<file path="src/rtl/edge_det_pkg.sv">
// Shared definitions for the edge detector bank.
//   MODE_*    : per-channel edge selection codes
//   cnt_width : width of the glitch-filter stability counter for a given filter length
package edge_det_pkg;

    localparam logic [1:0] MODE_OFF  = 2'b00;
    localparam logic [1:0] MODE_RISE = 2'b01;
    localparam logic [1:0] MODE_FALL = 2'b10;
    localparam logic [1:0] MODE_BOTH = 2'b11;

    // Counter must hold values 0..filter_len.
    function automatic int unsigned cnt_width(input int unsigned filter_len);
        return unsigned'($clog2(filter_len + 1));
    endfunction

endpackage

</file>
<file path="src/rtl/edge_det_if.sv">
// Signal bundle between the edge detector bank and its user.
//   sig_in     : raw asynchronous inputs, one per channel
//   mode       : 2 bits per channel, {00 off, 01 rise, 10 fall, 11 both}
//   irq_en     : per-channel interrupt enable
//   clr        : write-one-to-clear for evt_flag
//   level_out  : filtered level per channel
//   edge_pulse : one-cycle pulse on a qualified edge
//   edge_dir   : 1 = rising, 0 = falling; meaningful while edge_pulse is high
//   evt_flag   : sticky event flags
//   irq        : OR of enabled event flags
// master drives the inputs (user side), slave is the detector bank.
interface edge_det_if #(
    parameter int unsigned N_CH = 8
);
    logic [N_CH-1:0]   sig_in;
    logic [2*N_CH-1:0] mode;
    logic [N_CH-1:0]   irq_en;
    logic [N_CH-1:0]   clr;
    logic [N_CH-1:0]   level_out;
    logic [N_CH-1:0]   edge_pulse;
    logic [N_CH-1:0]   edge_dir;
    logic [N_CH-1:0]   evt_flag;
    logic              irq;

    modport master (
        output sig_in, mode, irq_en, clr,
        input  level_out, edge_pulse, edge_dir, evt_flag, irq
    );

    modport slave (
        input  sig_in, mode, irq_en, clr,
        output level_out, edge_pulse, edge_dir, evt_flag, irq
    );
endinterface

</file>
<file path="src/rtl/edge_det_channel.sv">
// One channel of the edge detector: synchroniser, glitch filter, edge qualification and
// sticky event flag.
//   clk, rst : clock and synchronous active-high reset
//   sig_i    : raw asynchronous input
//   mode_i   : edge selection (MODE_* from edge_det_pkg), sampled only on a level update
//   clr_i    : write-one-to-clear for the event flag (a simultaneous set wins)
//   level_o  : filtered level
//   pulse_o  : one-cycle pulse on a qualified edge
//   dir_o    : direction of the most recent accepted level change (1 = rising)
//   flag_o   : sticky event flag
module edge_det_channel
    import edge_det_pkg::*;
#(
    parameter int unsigned SYNC_STAGES = 2,
    parameter int unsigned FILTER_LEN  = 4
) (
    input  logic       clk,
    input  logic       rst,
    input  logic       sig_i,
    input  logic [1:0] mode_i,
    input  logic       clr_i,
    output logic       level_o,
    output logic       pulse_o,
    output logic       dir_o,
    output logic       flag_o
);

    localparam int unsigned    CntW   = cnt_width(FILTER_LEN);
    localparam logic [CntW-1:0] CntMax = CntW'(FILTER_LEN - 1);

    logic [SYNC_STAGES-1:0] sync_q, sync_d;
    logic                   level_q, level_d;
    logic [CntW-1:0]        cnt_q, cnt_d;
    logic                   pulse_q, pulse_d;
    logic                   dir_q, dir_d;
    logic                   flag_q, flag_d;

    logic s;
    logic update;
    logic permit;

    always_comb begin
        sync_d  = {sync_q[SYNC_STAGES-2:0], sig_i};
        s       = sync_q[SYNC_STAGES-1];
        level_d = level_q;
        cnt_d   = cnt_q;
        update  = 1'b0;

        // A bounce back to the current level discards any partial count.
        if (s == level_q) begin
            cnt_d = '0;
        end else if (cnt_q == CntMax) begin
            level_d = s;
            cnt_d   = '0;
            update  = 1'b1;
        end else begin
            cnt_d = cnt_q + 1'b1;
        end

        // s is the new level on an update, so it also encodes the edge direction.
        permit = 1'b0;
        unique case (mode_i)
            MODE_OFF:  permit = 1'b0;
            MODE_RISE: permit = s;
            MODE_FALL: permit = ~s;
            MODE_BOTH: permit = 1'b1;
        endcase

        pulse_d = update & permit;
        dir_d   = update ? s : dir_q;
        // Set has priority over clear.
        flag_d  = pulse_q | (flag_q & ~clr_i);
    end

    always_ff @(posedge clk) begin
        if (rst) begin
            sync_q  <= '0;
            level_q <= 1'b0;
            cnt_q   <= '0;
            pulse_q <= 1'b0;
            dir_q   <= 1'b0;
            flag_q  <= 1'b0;
        end else begin
            sync_q  <= sync_d;
            level_q <= level_d;
            cnt_q   <= cnt_d;
            pulse_q <= pulse_d;
            dir_q   <= dir_d;
            flag_q  <= flag_d;
        end
    end

    assign level_o = level_q;
    assign pulse_o = pulse_q;
    assign dir_o   = dir_q;
    assign flag_o  = flag_q;

endmodule

</file>
<file path="src/rtl/edge_detector_bank.sv">
// Multi-channel edge detector with glitch filtering, per-channel edge selection, sticky
// event flags and a summary interrupt.
//   clk, rst : clock and synchronous active-high reset
//   bus_io   : edge_det_if slave port carrying all per-channel inputs and outputs
// irq is built only from registered flags, so sig_in and mode never reach it combinationally.
module edge_detector_bank
    import edge_det_pkg::*;
#(
    parameter int unsigned N_CH        = 8,
    parameter int unsigned SYNC_STAGES = 2,
    parameter int unsigned FILTER_LEN  = 4
) (
    input  logic        clk,
    input  logic        rst,
    edge_det_if.slave   bus_io
);

    logic [N_CH-1:0] level;
    logic [N_CH-1:0] pulse;
    logic [N_CH-1:0] dir;
    logic [N_CH-1:0] flag;

    for (genvar i = 0; i < N_CH; i++) begin : g_ch
        edge_det_channel #(
            .SYNC_STAGES (SYNC_STAGES),
            .FILTER_LEN  (FILTER_LEN)
        ) u_ch (
            .clk     (clk),
            .rst     (rst),
            .sig_i   (bus_io.sig_in[i]),
            .mode_i  (bus_io.mode[2*i +: 2]),
            .clr_i   (bus_io.clr[i]),
            .level_o (level[i]),
            .pulse_o (pulse[i]),
            .dir_o   (dir[i]),
            .flag_o  (flag[i])
        );
    end

    assign bus_io.level_out  = level;
    assign bus_io.edge_pulse = pulse;
    assign bus_io.edge_dir   = dir;
    assign bus_io.evt_flag   = flag;
    assign bus_io.irq        = |(flag & bus_io.irq_en);

endmodule

</file>
<file path="src/flat_wrapper.sv">
// flat-port wrapper written by rule: the top's interface ports become plain ports
module edge_detector_bank_flat import edge_det_pkg::*;
#(
    parameter int unsigned N_CH        = 8,
    parameter int unsigned SYNC_STAGES = 2,
    parameter int unsigned FILTER_LEN  = 4
)
  (clk, rst, bus_io_sig_in, bus_io_mode, bus_io_irq_en, bus_io_clr, bus_io_level_out, bus_io_edge_pulse, bus_io_edge_dir, bus_io_evt_flag, bus_io_irq);
  edge_det_if #(.N_CH(N_CH)) bus_io_i ();
  input  logic clk;
  input  logic rst;
  input wire logic [$bits(bus_io_i.sig_in)-1:0] bus_io_sig_in;
  input wire logic [$bits(bus_io_i.mode)-1:0] bus_io_mode;
  input wire logic [$bits(bus_io_i.irq_en)-1:0] bus_io_irq_en;
  input wire logic [$bits(bus_io_i.clr)-1:0] bus_io_clr;
  output wire logic [$bits(bus_io_i.level_out)-1:0] bus_io_level_out;
  output wire logic [$bits(bus_io_i.edge_pulse)-1:0] bus_io_edge_pulse;
  output wire logic [$bits(bus_io_i.edge_dir)-1:0] bus_io_edge_dir;
  output wire logic [$bits(bus_io_i.evt_flag)-1:0] bus_io_evt_flag;
  output wire logic [$bits(bus_io_i.irq)-1:0] bus_io_irq;
  assign bus_io_i.sig_in = bus_io_sig_in;
  assign bus_io_i.mode = bus_io_mode;
  assign bus_io_i.irq_en = bus_io_irq_en;
  assign bus_io_i.clr = bus_io_clr;
  assign bus_io_level_out = bus_io_i.level_out;
  assign bus_io_edge_pulse = bus_io_i.edge_pulse;
  assign bus_io_edge_dir = bus_io_i.edge_dir;
  assign bus_io_evt_flag = bus_io_i.evt_flag;
  assign bus_io_irq = bus_io_i.irq;
  edge_detector_bank #(.N_CH(N_CH), .SYNC_STAGES(SYNC_STAGES), .FILTER_LEN(FILTER_LEN)) u_core (.clk(clk), .rst(rst), .bus_io(bus_io_i));
endmodule
</file>
<file path="config.mk">
export PLATFORM = sky130hd
export DESIGN_NAME = edge_detector_bank_flat
export DESIGN_NICKNAME = d
export VERILOG_FILES = /design/src/rtl/edge_det_pkg.sv /design/src/rtl/edge_det_if.sv /design/src/rtl/edge_det_channel.sv /design/src/rtl/edge_detector_bank.sv /design/src/flat_wrapper.sv
export SDC_FILE = /design/constraint.sdc
export NUM_CORES = 1
export LEC_CHECK = 0
export BUFFER_PORTS_ARGS = -buffer_cell sky130_fd_sc_hd__buf_2
export CORE_ASPECT_RATIO = 0.7
export CORE_MARGIN = 10
export CORE_UTILIZATION = 34
export CTS_BUF_LIST = sky130_fd_sc_hd__clkbuf_8
export DETAILED_ROUTE_END_ITERATION = 16
export MAX_ROUTING_LAYER = met4
export PLACE_DENSITY_LB_ADDON = 0.05
export SLEW_MARGIN = 20
export SYNTH_ARGS = -nofsm -noshare
export SYNTH_HDL_FRONTEND = slang
export SYNTH_SLANG_ARGS = --single-unit
</file>
<file path="constraint.sdc">
create_clock -name clk -period 1.4 [get_ports clk]
set_clock_uncertainty 0.1 [all_clocks]
set_input_delay 0.21 -clock clk [delete_from_list [all_inputs] [get_ports clk]]
set_output_delay 0.21 -clock clk [all_outputs]
set_load 0.005 [all_outputs]
</file>
==> impl_metrics.ini, run 1 <==
[worst_setup_path]
cp_num_buf_inv = 1
number_of_cells_on_the_worst_reg_to_reg_path = 4
critical_path.reg2reg.startpoint = u_core.g_ch[5].u_ch.cnt_q[0]
cp_slowest_stage_delay_ns = 0.32
worst_ep_arrival_time_ns = 1.04
r2r_setup_slack_ns = 0.13
cp-endpoint = bus_io_irq
r2r_end = u_core.g_ch[5].u_ch.level_o
critPathLaunchType = register
critPathKind = register to primary output
required_worst_endpoint_ns = 1.09
crit_path_top_delay_cell = sky130_fd_sc_hd__dfxtp_2
sequence_of_cells_on_the_critical_path = a22oi_2 -> nand4_1 -> buf_2
end_kind = primary output
worst_path_dominant_cell_family = flip-flops
worstSetupPathDepth = 3
critical_path.max_fanout = 2
worst_setup_path_startpoint = u_core.g_ch[2].u_ch.flag_o

[grt]
grt_pass1_vias = 1885
track_usage = 0.09516
overflow = 0
grt_antenna_before_repair = 0
grt_first_pass_wirelength_um = 8866
largest_net_degree_at_the_start_of_global_routing = 37

[layout]
design.final.nets = 371
area_growth_pct = 19.85
stdcell_area_um2 = 3248
antenna_cells = 0
fin_cells = 419
fraction_of_final_layout_cells_sized_beyond_drive_strength_1 = 0.3459

[sta]
setup_repair_after_global_routing_missed_its_margin = yes
slew_viol_final = 0
finalWorstSetupSlack_ns = 0.04701
period_minus_slack_ns = 1.353
finalHoldWorstSlack_ns = 0.02560
fmax_ghz = 0.7391
finalSetupViolCount = 0
relSlewSlack = 0.7432
max_slew.worst_pin.slew_ns = 0.3824
period_utilisation_layout = 0.9664
fin_setup_tns_ns = 0
report.final.hold_viol_count = 0

[floorplan]
rows = 27
placeableCoreArea_um2 = 7804
die_y_extent_um = 94.70
top_level_ports = 75
die_width_um = 126.7
die_area_um2 = 12000
floorplan.initialDensity = 0.3473

[pwr]
net_sw_power_uw = 719.4
pwr_density_cell_nw_per_um2 = 1024
power.clock.fraction = 0.387
switching_share = 0.2162
p_leak_uw = 0.001327
power.sequential.fraction = 0.561
power.internal_uw = 2608
ir_worst_vdd_uv = 535.2
p_comb_frac = 0.053

[route]
routed-via-count = 1799
routedWlPerCell_um = 12.66
route.layer.met1.wl_um = 2647
detail-route-antenna-nets = 0
met3_wirelength_um = 365
drc = 0
met2_wirelength_um = 2198
route.detailed.vias_per_inst = 4.294
detailed_route_wl_um = 5305
highest_layer = met4
drt_first_pass_iters = 4
drt-initial-drc-count = 50

[yosys]
post_synth_instance_area_um2 = 2710
synth_top_cell_area_share = 0.4728
synthDominantAreaCellType = sky130_fd_sc_hd__dfxtp_1
ys_seq_area_frac = 0.4728
synth.cells.most_frequent = sky130_fd_sc_hd__dfxtp_1, sky130_fd_sc_hd__buf_4
synth_enable_flop_cells = 0
synthesis.yosys.warnings = 0
yosysMostFrequentCell = sky130_fd_sc_hd__dfxtp_1
synth-seq-cells = 64
ys.flop_type = sky130_fd_sc_hd__dfxtp_1
most_area_consuming_cells_after_synthesis = sky130_fd_sc_hd__dfxtp_1, sky130_fd_sc_hd__buf_4, sky130_fd_sc_hd__ha_1
fraction_of_registers_with_async_set_reset = 0
synth.distinct_cells = 18
synth.net_count = 310
syn_area_per_cell_um2 = 10.75
netlist_instances = 252

[min_path]
hold_path_class = input pin to register

[clocking]
cts.clk_slew.worst_paths_ns = 0.06
ctsLongestPathBuffers = 2
clock_sink_count = 64
htreeDepth = 3
cts_tree = done
cts-root-buf = sky130_fd_sc_hd__clkbuf_8
clk_latency_ns = 0.33
tritoncts.num_buffers = 9

[placed_design]
port_buffers = 74
placement.cell_area_um2 = 2934
routabilityCongestion = 0.7240
detailed_place_hpwl_um = 3950
placedCellCount = 390
preCtsSetupSlack_ns = 0.1234

[job]
drv_cap = 0

[run_status]
status = complete, no violations
[worst min-delay path, cell delays in order]
cell	delay (ns)
sky130_fd_sc_hd__buf_2	0.07
sky130_fd_sc_hd__nand2b_1	0.08
sky130_fd_sc_hd__a21oi_1	0.06
[worst min path at each step]
stage,from,to,slack (ns),cells after the start
2_1_floorplan,bus_io_sig_in[0],u_core.g_ch[0].u_ch.sync_q[0],0.24,1
3_3_place_gp,u_core.g_ch[7].u_ch.cnt_q[0],u_core.g_ch[7].u_ch.cnt_q[0],0.31,1
6_report,bus_io_clr[6],u_core.g_ch[6].u_ch.flag_o,0.03,3
3_5_place_dp,u_core.g_ch[1].u_ch.cnt_q[0],u_core.g_ch[1].u_ch.cnt_q[0],0.32,1
4_1_cts,bus_io_clr[7],u_core.g_ch[7].u_ch.flag_o,0.003,3
5_1_grt,bus_io_mode[14],u_core.g_ch[7].u_ch.pulse_o,0.01,3
[routing by layer]
| layer | vias to the layer above | track usage |
|---|---|---|
| met4 | 0 | 0.04537 |
| li1 | 947 | - |
| met3 | 8 | 0.04980 |
| met5 | - | - |
| met1 | 793 | 0.1121 |
| met2 | 51 | 0.1304 |
[power groups by stage]
stage                     registers (uW)  clock network [uW]  logic (uW)
after floorplan                     1900                   0        89.2
after global placement              1910                   0         151
after detailed placement            1910                   0         153
after CTS                           1870                1370         177
after global routing                1870                1450         195
final                               1870                1290         175
[sequential cells by signal, summed over array words and instances (netlist names)]
| name | cells |
|---|---|
| u_core.g_ch.u_ch.dir_o | 2 |
| u_core.g_ch.u_ch.cnt_q | 24 |
| u_core.g_ch.u_ch.level_o | 6 |
| u_core.g_ch.u_ch.sync_q | 16 |
| u_core.g_ch.u_ch.pulse_o | 8 |
| u_core.g_ch.u_ch.flag_o | 8 |
[logic make-up after synthesis]
group | after synthesis | synth area share
compound gates | 20 | 0.04063
xor+xnor | 8 | 0.02586
fa+ha+maj | 16 | 0.07387
buf+inv | 55 | 0.1376
flops | 64 | 0.4728
mux | 8 | 0.02955
simple gates | 81 | 0.2198
[final cells by class]
cell class / instances / area [um^2]
multi-input combinational: 133 / 1076
timing repair buffer: 89 / 535.5
clock buffer: 10 / 137.6
tap: 101 / 126.4
sequential: 64 / 1290
clock inverter: 6 / 22.52
fill: 751 / 4556
inverter: 16 / 60.06
[timing repair]
action	CTS	global route
hold endpoints to repair	11	0
buffers inserted	1	1
pin swaps	3	2
hold buffers	11	0
gates resized for setup	8	3
setup endpoints to repair	1	1
[placed cells by master, fill, tap and decap left out, drive strengths merged]
cell type and count:
buf 78, dfxtp 64, inv 22, nand2b 16, a21oi 16, nor2b 16
nand3b 16, ha 16, nor4 16, dlygate4sd3 11, clkbuf 10, xnor2 8
nor4b 8, mux2i 8, nor2 8, a22oi 4, nand4 1
[through the flow]
stage | total power [uW] | util
finish | 3327 | 0.4162
global route | 3512 | 0.4162
CTS | 3408 | 0.4138
detailed placement | 2059 | 0.3760
global placement | 2057 | 0.3760
floorplan | 1991 | -
No activity file was read; power rests on OpenSTA's default activity.
==> run 2, diff against run 1 <==
--- a/config.mk
+++ b/config.mk
@@ -13,6 +13,7 @@
 export DETAILED_ROUTE_END_ITERATION = 16
 export MAX_ROUTING_LAYER = met4
 export PLACE_DENSITY_LB_ADDON = 0.05
+export RECOVER_POWER = 50
 export SLEW_MARGIN = 20
 export SYNTH_ARGS = -nofsm -noshare
 export SYNTH_HDL_FRONTEND = slang
==> impl_metrics.ini, run 2 (same netlist as run 1, synthesis figures left out) <==
[sta]
report.final.hold_viol_count = 0
setup_repair_after_global_routing_missed_its_margin = yes
relSlewSlack = 0.7486
period_utilisation_layout = 0.9667
fmax_ghz = 0.7389
period_minus_slack_ns = 1.353
max_slew.worst_pin.slew_ns = 0.3744
finalSetupViolCount = 0
slew_viol_final = 0

[grt]
grt_first_pass_wirelength_um = 8866
overflow = 0
track_usage = 0.09516
grt_pass1_vias = 1885
grt_antenna_before_repair = 0
largest_net_degree_at_the_start_of_global_routing = 37

[worst_setup_path]
critPathKind = register to primary output
r2r_setup_slack_ns = 0.13
number_of_cells_on_the_worst_reg_to_reg_path = 4
critical_path.max_fanout = 2
required_worst_endpoint_ns = 1.09
end_kind = primary output
critPathLaunchType = register
worst_ep_arrival_time_ns = 1.04
r2r_end = u_core.g_ch[5].u_ch.level_o
critical_path.reg2reg.startpoint = u_core.g_ch[5].u_ch.cnt_q[0]

[layout]
fin_cells = 419
design.final.nets = 371
number_of_flip_flops_in_the_largest_register = 24
area_growth_pct = 19.21
layout_top_registers = u_core.g_ch.u_ch.cnt_q: 24 flops, u_core.g_ch.u_ch.sync_q: 16 flops
fraction_of_final_layout_cells_sized_beyond_drive_strength_1 = 0.3019
final_common_cell = sky130_fd_sc_hd__buf_2
stdcell_area_um2 = 3231
regMostFlops = u_core.g_ch.u_ch.cnt_q
layout_common_cells = sky130_fd_sc_hd__buf_2, sky130_fd_sc_hd__dfxtp_1, sky130_fd_sc_hd__inv_1
antenna_cells = 0

[run_status]
status = complete, no violations

[clocking]
cts.clk_slew.worst_paths_ns = 0.06
clk_latency_ns = 0.33
tritoncts.num_buffers = 9
cts_tree = done
cts-root-buf = sky130_fd_sc_hd__clkbuf_8
ctsLongestPathBuffers = 2
clock_sink_count = 64
htreeDepth = 3

[route]
routedWlPerCell_um = 12.70
route.detailed.vias_per_inst = 4.294
detailed_route_wl_um = 5323
drt_first_pass_iters = 4
drt-initial-drc-count = 48
detail-route-antenna-nets = 0
routed-via-count = 1799
drc = 0

[min_path]
hold_path_class = input pin to register
hold_path_depth = 3
hold_path_startpoint = bus_io_clr[6]
min_to = u_core.g_ch[6].u_ch.flag_o

[floorplan]
rows = 27
floorplan.initialDensity = 0.3473
die_area_um2 = 12000
top_level_ports = 75
die_y_extent_um = 94.70
die_width_um = 126.7
placeableCoreArea_um2 = 7804

[placed_design]
detailed_place_hpwl_um = 3950
routabilityCongestion = 0.7240
port_buffers = 74
placedCellCount = 390
placement.cell_area_um2 = 2934

[pwr]
pwr_density_cell_nw_per_um2 = 1030
p_leak_uw = 0.001272
ir_worst_vdd_uv = 535.2

[job]
drv_cap = 0
[run 2: final cells by class]
class | instances | area [um^2]
Clock buffer | 10 | 137.6
Clock inverter | 6 | 22.52
Fill cell | 759 | 4573
Inverter | 16 | 60.06
Multi-Input combinational cell | 133 | 1076
Sequential cell | 64 | 1287
Tap cell | 101 | 126.4
Timing Repair Buffer | 89 | 520.5
[run 2: worst max-delay path by stage]
| stage | from | to | slack, ns |
|---|---|---|---|
| after floorplan | u_core.g_ch[5].u_ch.cnt_q[0] | u_core.g_ch[5].u_ch.cnt_q[1] | 0.22 |
| after global placement | u_core.g_ch[3].u_ch.cnt_q[0] | u_core.g_ch[3].u_ch.level_o | 0.15 |
| after detailed placement | u_core.g_ch[6].u_ch.cnt_q[0] | u_core.g_ch[6].u_ch.cnt_q[0] | 0.12 |
| after CTS | u_core.g_ch[3].u_ch.flag_o | bus_io_irq | 0.00005 |
| after global routing | u_core.g_ch[2].u_ch.flag_o | bus_io_irq | -0.05 |
| final | u_core.g_ch[2].u_ch.flag_o | bus_io_irq | 0.05 |
[run 2: layer usage]
| layer | track usage | vias up | wire length, um | part of all wire |
|---|---|---|---|---|
| met5 | - | - | 0 | 0 |
| met1 | 0.1121 | 794 | 2659 | 0.50 |
| li1 | - | 946 | - | - |
| met2 | 0.1304 | 51 | 2200 | 0.41 |
| met3 | 0.04980 | 8 | 369 | 0.069 |
| met4 | 0.04537 | 0 | 93 | 0.017 |
[run 2: critical path, cell delays in order (launching register included)]
cell                      delay (ns)
sky130_fd_sc_hd__dfxtp_2        0.32
sky130_fd_sc_hd__a22oi_2        0.16
sky130_fd_sc_hd__nand4_1        0.09
sky130_fd_sc_hd__buf_2          0.14
[run 2: where the power goes]
group / switching, uW / internal, uW / total, uW
clock: 634 / 652 / 1290
combinational: 69.1 / 106 / 175
sequential: 15.8 / 1850 / 1870
total: 719 / 2610 / 3330
[run 2: per-stage QoR]
stage / TNS, ns / util / setup WS [ns] / power, uW / hold WS [ns]
finish: 0 / 0.4140 / 0.04655 / 3327 / 0.02561
global route: -0.05182 / 0.4140 / -0.05182 / 3512 / 0.01258
CTS: 0 / 0.4138 / 0.00004940 / 3408 / 0.003204
detailed placement: 0 / 0.3760 / 0.1234 / 2059 / 0.3204
global placement: 0 / 0.3760 / 0.1484 / 2057 / 0.3134
floorplan: 0 / - / 0.2161 / 1991 / 0.2382
[run 2: what timing repair did]
item | CTS | global route
endpoints found under the hold margin | 11 | 0
resized for setup | 8 | 3
endpoints found under the setup margin | 1 | 1
pin swaps | 3 | 2
cloned | 0 | 0
hold buffers | 11 | 0
buffers inserted | 1 | 1
==> run 3, diff against run 2 <==
--- a/config.mk
+++ b/config.mk
@@ -5,8 +5,8 @@
 export SDC_FILE = /design/constraint.sdc
 export NUM_CORES = 1
 export LEC_CHECK = 0
+export ABC_AREA = 1
 export BUFFER_PORTS_ARGS = -buffer_cell sky130_fd_sc_hd__buf_2
-export CORE_ASPECT_RATIO = 0.7
 export CORE_MARGIN = 10
 export CORE_UTILIZATION = 34
 export CTS_BUF_LIST = sky130_fd_sc_hd__clkbuf_8
@@ -14,7 +14,7 @@
 export MAX_ROUTING_LAYER = met4
 export PLACE_DENSITY_LB_ADDON = 0.05
 export RECOVER_POWER = 50
-export SLEW_MARGIN = 20
+export SLEW_MARGIN = 30
 export SYNTH_ARGS = -nofsm -noshare
 export SYNTH_HDL_FRONTEND = slang
 export SYNTH_SLANG_ARGS = --single-unit
==> impl_metrics.ini, run 3 <==
[worst_setup_path]
end_kind = primary output
crit_path_top_delay_cell = sky130_fd_sc_hd__dfxtp_2
cp_slowest_stage_delay_ns = 0.33
critPathLaunchType = register
required_worst_endpoint_ns = 1.09
worst_path_most_repeated_cell = sky130_fd_sc_hd__nand2_2
critPathKind = register to primary output
sequence_of_cells_on_the_critical_path = nand2_2 -> nand2_2 -> nor2_4 -> nand2_1 -> buf_2
worst_ep_arrival_time_ns = 1.06
critical_path.max_fanout = 3

[clocking]
cts_tree = done
cts-root-buf = sky130_fd_sc_hd__clkbuf_8
tritoncts.num_buffers = 9
clock_sink_count = 64
clk_latency_ns = 0.32
cts.clk_slew.worst_paths_ns = 0.06
ctsLongestPathBuffers = 2
htreeDepth = 3

[route]
drt-initial-drc-count = 38
met3_wirelength_um = 438
drt_first_pass_iters = 4
detail-route-antenna-nets = 0
met2_wirelength_um = 2280
route.layer.met1.wl_um = 2480
routed-via-count = 2040
routedWlPerCell_um = 10.45
highest_layer = met4
detailed_route_wl_um = 5276
drc = 0
route.detailed.vias_per_inst = 4.040

[grt]
largest_net_degree_at_the_start_of_global_routing = 25
grt_antenna_before_repair = 0
grt_pass1_vias = 1998
grt_first_pass_wirelength_um = 8832
overflow = 0
track_usage = 0.09508

[layout]
seqCellArea_um2 = 1287
multi_input_area_um2 = 939.7
antenna_cells = 0
regMostFlops = u_core.g_ch.u_ch.cnt_q
design.final.nets = 458
fraction_of_final_layout_cells_sized_beyond_drive_strength_1 = 0.2382
layout_top_registers = u_core.g_ch.u_ch.cnt_q: 24 flops, u_core.g_ch.u_ch.sync_q: 16 flops
fill_cells = 831
number_of_flip_flops_in_the_largest_register = 24
final_common_cell = sky130_fd_sc_hd__inv_1
area_growth_pct = 17.40
layout_common_cells = sky130_fd_sc_hd__inv_1, sky130_fd_sc_hd__buf_2, sky130_fd_sc_hd__dfxtp_1

[sta]
fmax_ghz = 0.7286
finalSetupViolCount = 0
max_slew.worst_pin.slew_ns = 0.5442
finalWorstSetupSlack_ns = 0.02744
report.final.hold_viol_count = 0
period_minus_slack_ns = 1.373
period_utilisation_layout = 0.9804
relSlewSlack = 0.6372
fin_setup_tns_ns = 0
slew_viol_final = 0
setup_repair_after_global_routing_missed_its_margin = yes

[yosys]
ys_seq_area_frac = 0.4676
synth_top_cell_area_share = 0.4676
netlist_instances = 341
synth.cells.most_frequent = sky130_fd_sc_hd__dfxtp_1, sky130_fd_sc_hd__inv_1, sky130_fd_sc_hd__nand2_1
syn_area_per_cell_um2 = 8.036
fraction_of_registers_with_async_set_reset = 0
post_synth_instance_area_um2 = 2740
synthDominantAreaCellType = sky130_fd_sc_hd__dfxtp_1
synth.net_count = 399
most_area_consuming_cells_after_synthesis = sky130_fd_sc_hd__dfxtp_1, sky130_fd_sc_hd__buf_4, sky130_fd_sc_hd__inv_1
ys.flop_type = sky130_fd_sc_hd__dfxtp_1
synth_enable_flop_cells = 0
synthesis.yosys.warnings = 0
synth.distinct_cells = 16
synth-seq-cells = 64

[job]
drv_cap = 0

[floorplan]
die_y_extent_um = 109.8
die_area_um2 = 12050
placeableCoreArea_um2 = 7767
floorplan.initialDensity = 0.3528
die_width_um = 109.8
rows = 32
top_level_ports = 75

[placed_design]
routabilityCongestion = 0.7253
port_buffers = 74
preCtsSetupSlack_ns = 0.1785
detailed_place_hpwl_um = 4078

[min_path]
hold_path_class = input pin to register

[pwr]
pwr_density_cell_nw_per_um2 = 1028
ir_worst_vdd_uv = 521.6
p_leak_uw = 0.001573
total_power_uw = 3307

[run_status]
status = complete, no violations
## run 3: cell count changes in the layout (fill, tap and decap cells not counted), moves of 13 or more
cell,before,now
sky130_fd_sc_hd__nor2b_1,16,0
sky130_fd_sc_hd__nor2_1,8,57
sky130_fd_sc_hd__nor4_1,13,0
sky130_fd_sc_hd__nand2_1,0,55
sky130_fd_sc_hd__inv_1,22,67
sky130_fd_sc_hd__nand3b_1,16,0
sky130_fd_sc_hd__nand2b_1,16,0
## run 3: cell families after synthesis
family	after synthesis	synth area share
buffers and inverters	102	0.1977
adder cells (fa/ha/maj)	16	0.07306
AND/OR/NAND/NOR	135	0.2178
flip-flops	64	0.4676
AO/OA/AOI/OAI	24	0.04383
## run 3: worst paths after layout
| path | from | end | slack (ns) | depth (start not counted) |
|---|---|---|---|---|
| max | u_core.g_ch[6].u_ch.flag_o | bus_io_irq | 0.03 | 5 |
| min | bus_io_clr[2] | u_core.g_ch[2].u_ch.flag_o | 0.07 | 4 |
| max reg2reg | u_core.g_ch[1].u_ch.cnt_q[0] | u_core.g_ch[1].u_ch.cnt_q[0] | 0.18 | 5 |
| min reg2reg | u_core.g_ch[3].u_ch.sync_q[0] | u_core.g_ch[3].u_ch.sync_q[1] | 0.30 | 2 |
## run 3: metal layers
layer,vias up,global-route usage
met3,9,0.03218
met5,-,-
met2,53,0.1440
li1,1114,-
met4,0,0.05019
met1,864,0.1092
## run 3: power by group
part | switching (uW) | internal (uW) | leakage (uW)
registers | 12.6 | 1850 | 0.000522
logic | 93.9 | 88.0 | 0.000959
clock network | 614 | 648 | 0.0000918
total | 720 | 2590 | 0.00157
## run 3: what timing repair did
item	in CTS	in global routing
resized for setup	7	7
endpoints found under the hold margin	8	0
setup endpoints to repair	1	1
hold buffers	8	0
pin swaps	6	5
setup buffers	1	0
## run 3: layout make-up
type,instances,share of cell area
Clock buffer,10,0.04278
Inverter,65,0.07740
Tap cell,102,0.03967
Sequential cell,64,0.4002
Timing Repair Buffer,85,0.1427
Clock inverter,4,0.005056
Multi-Input combinational cell,175,0.2921
## run 3: stage by stage
step / instances / util / hold WS, ns / area, um^2
global placement: 482 / 0.3811 / 0.2894 / 2960
floorplan: 341 / - / 0.2170 / 2740
finish: 505 / 0.4141 / 0.06954 / 3217
CTS: 505 / 0.4140 / 0.05579 / 3216
global route: 505 / 0.4141 / 0.08134 / 3217
detailed placement: 482 / 0.3811 / 0.2945 / 2960
## run 3: critical path: cells and delay by family, from the launching register on
kind	cells	cell delay [ns]
DFF	1	0.33
and+or+nand+nor	4	0.29
buffers and inverters	1	0.12
